$ cat src/rtl/cnn_dbg_pkg.sv
// Shared types and helpers for the CNN debug/readout blocks.
package cnn_dbg_pkg;

    typedef enum logic [1:0] {
        SCAN_IDLE,
        SCAN_RUN,
        SCAN_DONE
    } scan_state_t;

    // Index width that never collapses to zero bits for tiny channel counts.
    function automatic int clog2_min1(input int n);
        return (n <= 2) ? 1 : $clog2(n);
    endfunction

endpackage

$ cat src/rtl/chan_scan_serializer.sv
// Snapshots NUM_CH channel values on start and streams them out as (index, value) beats.
// Latency: first beat one cycle after the start edge; done pulses one cycle after the last beat.
// Backpressure: a presented beat holds stable until accepted; zero channels skip in one cycle when enabled.
module chan_scan_serializer
    import cnn_dbg_pkg::*;
#(
    parameter  int NUM_CH    = 4,
    parameter  int DATA_W    = 3,
    parameter  int SKIP_ZERO = 0,
    localparam int IDX_W     = clog2_min1(NUM_CH),
    localparam int CNT_W     = $clog2(NUM_CH + 1)
) (
    input  logic                     clk,
    input  logic                     rst,
    input  logic [NUM_CH*DATA_W-1:0] ch_data,
    input  logic                     start,
    output logic                     busy,
    output logic                     out_valid,
    input  logic                     out_ready,
    output logic [IDX_W-1:0]         out_idx,
    output logic [DATA_W-1:0]        out_data,
    output logic                     done,
    output logic [CNT_W-1:0]         out_count
);

    localparam logic             SKIP_EN  = (SKIP_ZERO != 0);
    localparam logic [IDX_W-1:0] LAST_IDX = IDX_W'(NUM_CH - 1);

    scan_state_t       state_q, state_d;
    logic [IDX_W-1:0]  idx_q, idx_d;
    logic [CNT_W-1:0]  cnt_q, cnt_d;
    logic [CNT_W-1:0]  out_count_q, out_count_d;

    logic [DATA_W-1:0] snap [NUM_CH];
    logic [DATA_W-1:0] cur;
    logic              load;
    logic              run;
    logic              is_zero;
    logic              skip;
    logic              fire;
    logic              advance;

    assign load    = (state_q == SCAN_IDLE) && start;
    assign run     = (state_q == SCAN_RUN);
    assign cur     = snap[idx_q];
    assign is_zero = (cur == '0);
    assign skip    = run && SKIP_EN && is_zero;
    assign fire    = out_valid && out_ready;
    assign advance = fire || skip;

    // Shadow bank: frozen at capture so live channel data cannot disturb a scan.
    for (genvar c = 0; c < NUM_CH; c++) begin : g_ch
        logic [DATA_W-1:0] snap_q, snap_d;

        always_comb begin
            snap_d = snap_q;
            if (load) begin
                snap_d = ch_data[c*DATA_W +: DATA_W];
            end
        end

        always_ff @(posedge clk) begin
            if (rst) begin
                snap_q <= '0;
            end else begin
                snap_q <= snap_d;
            end
        end

        assign snap[c] = snap_q;
    end

    always_comb begin
        state_d     = state_q;
        idx_d       = idx_q;
        cnt_d       = cnt_q;
        out_count_d = out_count_q;
        case (state_q)
            SCAN_IDLE: begin
                if (start) begin
                    state_d = SCAN_RUN;
                    idx_d   = '0;
                    cnt_d   = '0;
                end
            end
            SCAN_RUN: begin
                if (fire) begin
                    cnt_d = cnt_q + 1'b1;
                end
                // The index parks on the last channel rather than wrapping.
                if (advance) begin
                    if (idx_q == LAST_IDX) begin
                        state_d     = SCAN_DONE;
                        out_count_d = cnt_d;
                    end else begin
                        idx_d = idx_q + 1'b1;
                    end
                end
            end
            SCAN_DONE: begin
                state_d = SCAN_IDLE;
            end
            default: begin
                state_d = SCAN_IDLE;
            end
        endcase
    end

    always_ff @(posedge clk) begin
        if (rst) begin
            state_q     <= SCAN_IDLE;
            idx_q       <= '0;
            cnt_q       <= '0;
            out_count_q <= '0;
        end else begin
            state_q     <= state_d;
            idx_q       <= idx_d;
            cnt_q       <= cnt_d;
            out_count_q <= out_count_d;
        end
    end

    assign busy      = (state_q != SCAN_IDLE);
    assign out_valid = run && !(SKIP_EN && is_zero);
    assign out_idx   = run ? idx_q : '0;
    assign out_data  = run ? cur : '0;
    assign done      = (state_q == SCAN_DONE);
    assign out_count = out_count_q;

endmodule
$ cat config.mk
export PLATFORM = sky130hd
export DESIGN_NAME = chan_scan_serializer
export DESIGN_NICKNAME = d
export VERILOG_FILES = /design/src/rtl/cnn_dbg_pkg.sv /design/src/rtl/chan_scan_serializer.sv
export SDC_FILE = /design/constraint.sdc
export NUM_CORES = 1
export LEC_CHECK = 0
export ABC_CLOCK_PERIOD_IN_PS = 3200
export CAP_MARGIN = 20
export CELL_PAD_IN_SITES_DETAIL_PLACEMENT = 1
export CELL_PAD_IN_SITES_GLOBAL_PLACEMENT = 1
export CORE_UTILIZATION = 39
export CTS_BUF_LIST = sky130_fd_sc_hd__clkbuf_4 sky130_fd_sc_hd__clkbuf_8
export DETAILED_ROUTE_END_ITERATION = 12
export GPL_ROUTABILITY_DRIVEN = 1
export HOLD_SLACK_MARGIN = 0.12
export PLACE_DENSITY_LB_ADDON = 0.08
export SYNTH_ARGS = -nofsm -noshare
export SYNTH_HDL_FRONTEND = slang
export SYNTH_SLANG_ARGS = --single-unit
$ cat constraint.sdc
create_clock -name clk -period 3.2 [get_ports clk]
set_clock_uncertainty 0.15 [all_clocks]
set_input_delay 0.32 -clock clk [delete_from_list [all_inputs] [get_ports clk]]
set_output_delay 0.32 -clock clk [all_outputs]
set_load 0.01 [all_outputs]
* Yosys cells after proc, flatten, opt, wreduce, memory -nomap -nowiden
Index checks and enable logic that the tools add are counted.
** Storage, ports and cells
- Output and inout bits :: 11
- Register bits :: 22
- Bits of input ports :: 16
- Word-level logic and storage cells :: 44
** Operators by class
- $lt $le $gt $ge :: 1
- $add $sub $neg :: 2
- Bitwise operators :: 1
- Eq/ne operators :: 7
- Multiplexer cells :: 16
- Reductions and logical operators :: 9
** Operator list (count)
- $mux W3 :: 5
- $mux W2 :: 7
- $pmux W2 S2 :: 2
- $bmux W3 S2 :: 1
- $pmux W3 S2 :: 1
- $reduce_and A3 Y1 :: 2
- $eq A2 B2 Y1 const B :: 2
- $ne A2 B1 Y1 const B :: 2
- $ne A2 B2 Y1 const B :: 2
- $reduce_and A4 Y1 :: 1
- $reduce_bool A2 Y1 :: 2
- $add A3 B1 Y3 const B :: 1
- $ge A3 B3 Y1 const B :: 1
- $not A2 Y3 :: 1
- $add A2 B1 Y2 const B :: 1
- $eq A2 B1 Y1 const B :: 1
- $logic_and A1 B1 Y1 :: 2
- $logic_not A2 Y1 :: 1
- $reduce_and A2 Y1 :: 1

* Depth between registers and ports, before layout
- Depth in word-level cells :: 5
- Mapped depth :: 6
- Gate-level depth less buffers :: 4

* Worst setup path after synthesis
OpenSTA, ideal clock, no wires.
- Kind :: register to register
- Start point :: register idx_q[0]
- End point :: register out_count_q[1] (netlist: out_count[1])
- Path slack :: 1599 ps
- Setup time :: 128 ps
- Required time :: 2922 ps
- Arrival :: 1324 ps
- Path buffers :: 1
- Cell stages (with the launch flop) :: 6
- Period minus slack after synthesis :: 1601 ps
- Path through :: dfxtp_1 > ha_1 > and4b_2 > clkbuf_1 > mux2i_1 > nor2_1
** Between the ends
- Cells in the longest elaborated chain, start to end :: 2
** Ends and longest elaborated chain
- from (decl) :: line chan_scan_serializer.sv:30 : logic [IDX_W-1:0] idx_q, idx_d;
- from (signal assigned) :: line chan_scan_serializer.sv:117 : idx_q <= idx_d;
- $eq A2 B2 Y1 :: line chan_scan_serializer.sv:92 : if (idx_q == LAST_IDX) begin
- $reduce_and A3 Y1 (no source line)
- to (signal assigned) :: line chan_scan_serializer.sv:119 : out_count_q <= out_count_d;
- to (decl) :: line chan_scan_serializer.sv:32 : logic [CNT_W-1:0] out_count_q, out_count_d;
No other way between the ends.
A chain may end at the register's enable or synchronous reset.

* Worst setup path in the final report
- Start point :: register idx_q[0]
- End point :: output out_data[2]
** Between the ends
- Cells in the longest elaborated chain, start to end :: 5
** Ends and longest elaborated chain
- $not A2 Y3 (implied by the code) :: line chan_scan_serializer.sv:45 : assign cur = snap[idx_q];
- $bmux W3 S2 :: line chan_scan_serializer.sv:45
- $mux W3 (implied by the code) (2 in series) :: line chan_scan_serializer.sv:45
- $mux W3 :: line chan_scan_serializer.sv:126 : assign out_data = run ? cur : '0;
- to (decl) :: line chan_scan_serializer.sv:21 : output logic [DATA_W-1:0] out_data,
No other way between the ends. The select of a mux whose other input is x is not followed.

==> implementation parameters <==
Parameter                              Value

Layout
  Final Net Count    152
  Antenna cells    0
  Fraction of layout instances using a drive strength above 1    0.0909
  Number of non-filler instances in the completed layout    160
  Layout area overhead    26.9%

STA
  Final Hold Violating Endpoints    0
  Final worst-path cycle share    0.773
  Setup-violating endpoint count in the final report    0
  Post-layout minimum cycle time    2470 ps
  Unrepaired setup endpoints after global routing    no
  Setup TNS Final    0 ps
  Maximum clock rate    404 MHz
  Remaining max-slew budget at the tightest pin    0.453
  Slew Limit Fails    0
  Actual transition at the worst max-transition pin    818 ps

GRT
  Global-route wire length before repair    3420 µm
  Global-route usage over all layers    0.174
  Total global routing overflow    0
  Pin count of the biggest net entering global routing    23
  Number of global-route vias before repair    794
  Antenna violations before repair    0

Logic synthesis
  FF+latch count, synth    22
  Synthesis Warnings    0
  Instance count of the mapped netlist    109
  Register area share after synthesis    0.441
  Largest cells by area after synthesis    sky130_fd_sc_hd__dfxtp_1, sky130_fd_sc_hd__nand2_1, sky130_fd_sc_hd__a21oi_1, sky130_fd_sc_hd__mux4_2, sky130_fd_sc_hd__and2_1
  Cell type contributing the most total cell area after synthesis    sky130_fd_sc_hd__dfxtp_1
  Avg Cell Area, Syn    9.17 µm²
  Cell area after synthesis    1000 µm²
  Area share of the largest cell type after synthesis    0.441
  Number of distinct library cells after synthesis    27
  Syn_nets    127

Die
  Height of the chip    52.6 µm
  Effective utilization at floorplan    0.431
  Floorplan core area    0.00232 mm²
  Die footprint    0.00277 mm²
  Width of the die    52.6 µm
  I/O pins    27
  Row count    17

Worst setup path
  Data required, critical path    2730 ps
  Maximum fanout encountered on the critical timing path    7
  WS Path Type    register to output port
  Register-to-register setup slack    1520 ps
  Crit path capture type    output port
  Startpoint type of the worst setup path    register
  Arrival time at the worst endpoint    2000 ps
  FF-to-FF path depth    4
  Endpoint of the worst-slack reg-to-reg timing path    out_count[1]
  Reg-to-reg startpoint    idx_q[0]

Clock network
  Total number of clock tree sinks    22
  Clock network latency to the later pin of the worst-skew pair    300 ps
  Number of buffers added by the clock tree synthesis step    3
  Total of hold buffers inserted after clock tree synthesis    0
  Clock-pin slew reported for the worst setup and hold paths after clock tree synthesis    120 ps
  H-tree levels    1
  Post-CTS setup buffer count    0
  Number of gates given a new drive strength after cts    0
  Root buf cell    sky130_fd_sc_hd__clkbuf_4
  CTS tree    built
  Bufs on Longest Clock Path    2

Route
  Post-route ant nets    0
  Detailed-route wire length    2080 µm
  Iteration-0 DRC count of the detailed router    3
  Routed WL per cell    13.0 µm
  Vias    818
  Count of TritonRoute iterations in the first routing pass    3
  DRC violation count after routing    0
  DR vias/cell    5.11

Hold path
  Worst Hold End    g_ch[2].snap_q[2]
  Worst hold path class    register to register
  Hold path cells    2
  Launch point of the worst hold path    g_ch[2].snap_q[2]

Place
  Placed cell count    157
  Gpl congestion    0.705
  Half-perimeter wire length of the detailed placement result    1530 µm
  Port Buffer Count    26

Power
  Power density over the cells    382 mW/mm²
  IR drop worst, VDD    0.000199 V
  Static power due to leakage    0.462 nW

Run
  Max_cap viols    0

Run status
  Status    complete, no violations
## stage by stage
step	hold WS [ps]	util	area [µm²]	power [mW]	setup WS [ps]
after floorplan	242	-	1000	0.339	1600
after global routing	339	0.547	1270	0.513	627
after CTS	315	0.547	1270	0.494	703
after global placement	295	0.538	1250	0.366	1090
after detailed placement	298	0.538	1250	0.369	1070
final	310	0.547	1270	0.485	727
## critical path, cell delays in order, from the launching register on
cell	delay (ps)
sky130_fd_sc_hd__dfxtp_1	510
sky130_fd_sc_hd__mux4_2	540
sky130_fd_sc_hd__and2_1	180
sky130_fd_sc_hd__clkdlybuf4s50_1	470
## synthesized netlist by cell type
| library cell | number |
|---|---|
| sky130_fd_sc_hd__nor3_1 | 1 |
| sky130_fd_sc_hd__o21ai_0 | 1 |
| sky130_fd_sc_hd__mux2i_1 | 1 |
| sky130_fd_sc_hd__nor3b_1 | 1 |
| sky130_fd_sc_hd__or3_1 | 2 |
| sky130_fd_sc_hd__nor2b_1 | 2 |
| sky130_fd_sc_hd__inv_1 | 1 |
| sky130_fd_sc_hd__nand2_1 | 24 |
| sky130_fd_sc_hd__xnor2_1 | 1 |
| sky130_fd_sc_hd__a211oi_1 | 2 |
| sky130_fd_sc_hd__buf_6 | 2 |
| sky130_fd_sc_hd__and2_1 | 5 |
| sky130_fd_sc_hd__dfxtp_1 | 22 |
| sky130_fd_sc_hd__nand3b_4 | 1 |
| sky130_fd_sc_hd__and2b_2 | 1 |
| sky130_fd_sc_hd__buf_4 | 1 |
| sky130_fd_sc_hd__o211ai_1 | 3 |
| sky130_fd_sc_hd__clkbuf_1 | 3 |
| sky130_fd_sc_hd__nand3_1 | 4 |
| sky130_fd_sc_hd__nor2_1 | 3 |
| sky130_fd_sc_hd__or2_2 | 2 |
| sky130_fd_sc_hd__mux4_2 | 3 |
| sky130_fd_sc_hd__and4b_2 | 1 |
| sky130_fd_sc_hd__a21oi_1 | 17 |
| sky130_fd_sc_hd__buf_8 | 1 |
| sky130_fd_sc_hd__or3b_1 | 2 |
| sky130_fd_sc_hd__ha_1 | 2 |
## state kept, by name (all words and copies together), names as in the netlist
| signal | flops |
|---|---|
| g_ch.snap_q | 12 |
| cnt_q | 3 |
| out_count | 3 |
| idx_q | 2 |
| state_q | 2 |
## report_power, final
| part | total [mW] | leakage [nW] | switching (mW) | internal (mW) |
|---|---|---|---|---|
| sequential | 0.294 | 0.180 | 0.00880 | 0.285 |
| combinational | 0.0676 | 0.269 | 0.0293 | 0.0382 |
| clock | 0.123 | 0.0138 | 0.0795 | 0.0439 |
| total | 0.485 | 0.462 | 0.118 | 0.367 |
## cell families after synthesis
kind of cell             after synthesis  synth area share
AND/OR/NAND/NOR                       49             0.260
AO/OA/AOI/OAI                         23             0.128
adder cells (fa/ha/maj)                2            0.0250
flip-flops                            22             0.441
multiplexers                           4            0.0776
buffers and inverters                  8            0.0601
XOR/XNOR                               1           0.00876
## area by class of cell
class	instances	area, µm²
fill	270	1050
multi-input combinational	79	499
sequential	22	440
timing repair buffer	27	268
tap	28	35.0
clock buffer	3	22.5
inverter	1	3.75
## worst max-delay path by stage
stage / startpoint / endpoint / slack (ps) / depth (start not counted)
global route: idx_q[0] / out_data[2] / 630 / 3
global placement: idx_q[0] / out_data[2] / 1090 / 3
finish: idx_q[0] / out_data[2] / 730 / 3
CTS: idx_q[0] / out_data[2] / 700 / 3
detailed placement: idx_q[0] / out_data[2] / 1070 / 3
floorplan: idx_q[0] / out_count[1] / 1600 / 5
## routing by layer
| layer | wire length (µm) | global-route usage |
|---|---|---|
| met1 | 954 | 0.209 |
| met2 | 1010 | 0.289 |
| met3 | 82 | 0.0435 |
| met4 | 36 | 0.0789 |
| met5 | 0 | 0 |
## cells in the final DEF, fill, tap and decap left out, drive strengths merged, types with 2 or more instances in the layout
cell type | netlist | routed
a211oi | 2 | 2
a21oi | 17 | 17
and2 | 5 | 5
clkbuf | 3 | 3
clkdlybuf4s50 | 0 | 26
dfxtp | 22 | 22
ha | 2 | 2
mux4 | 3 | 3
nand2 | 24 | 24
nand3 | 4 | 4
nor2 | 3 | 3
nor2b | 2 | 2
o211ai | 3 | 3
or2 | 2 | 2
or3 | 2 | 2
or3b | 2 | 2
Power figures use the tool's default switching activity.
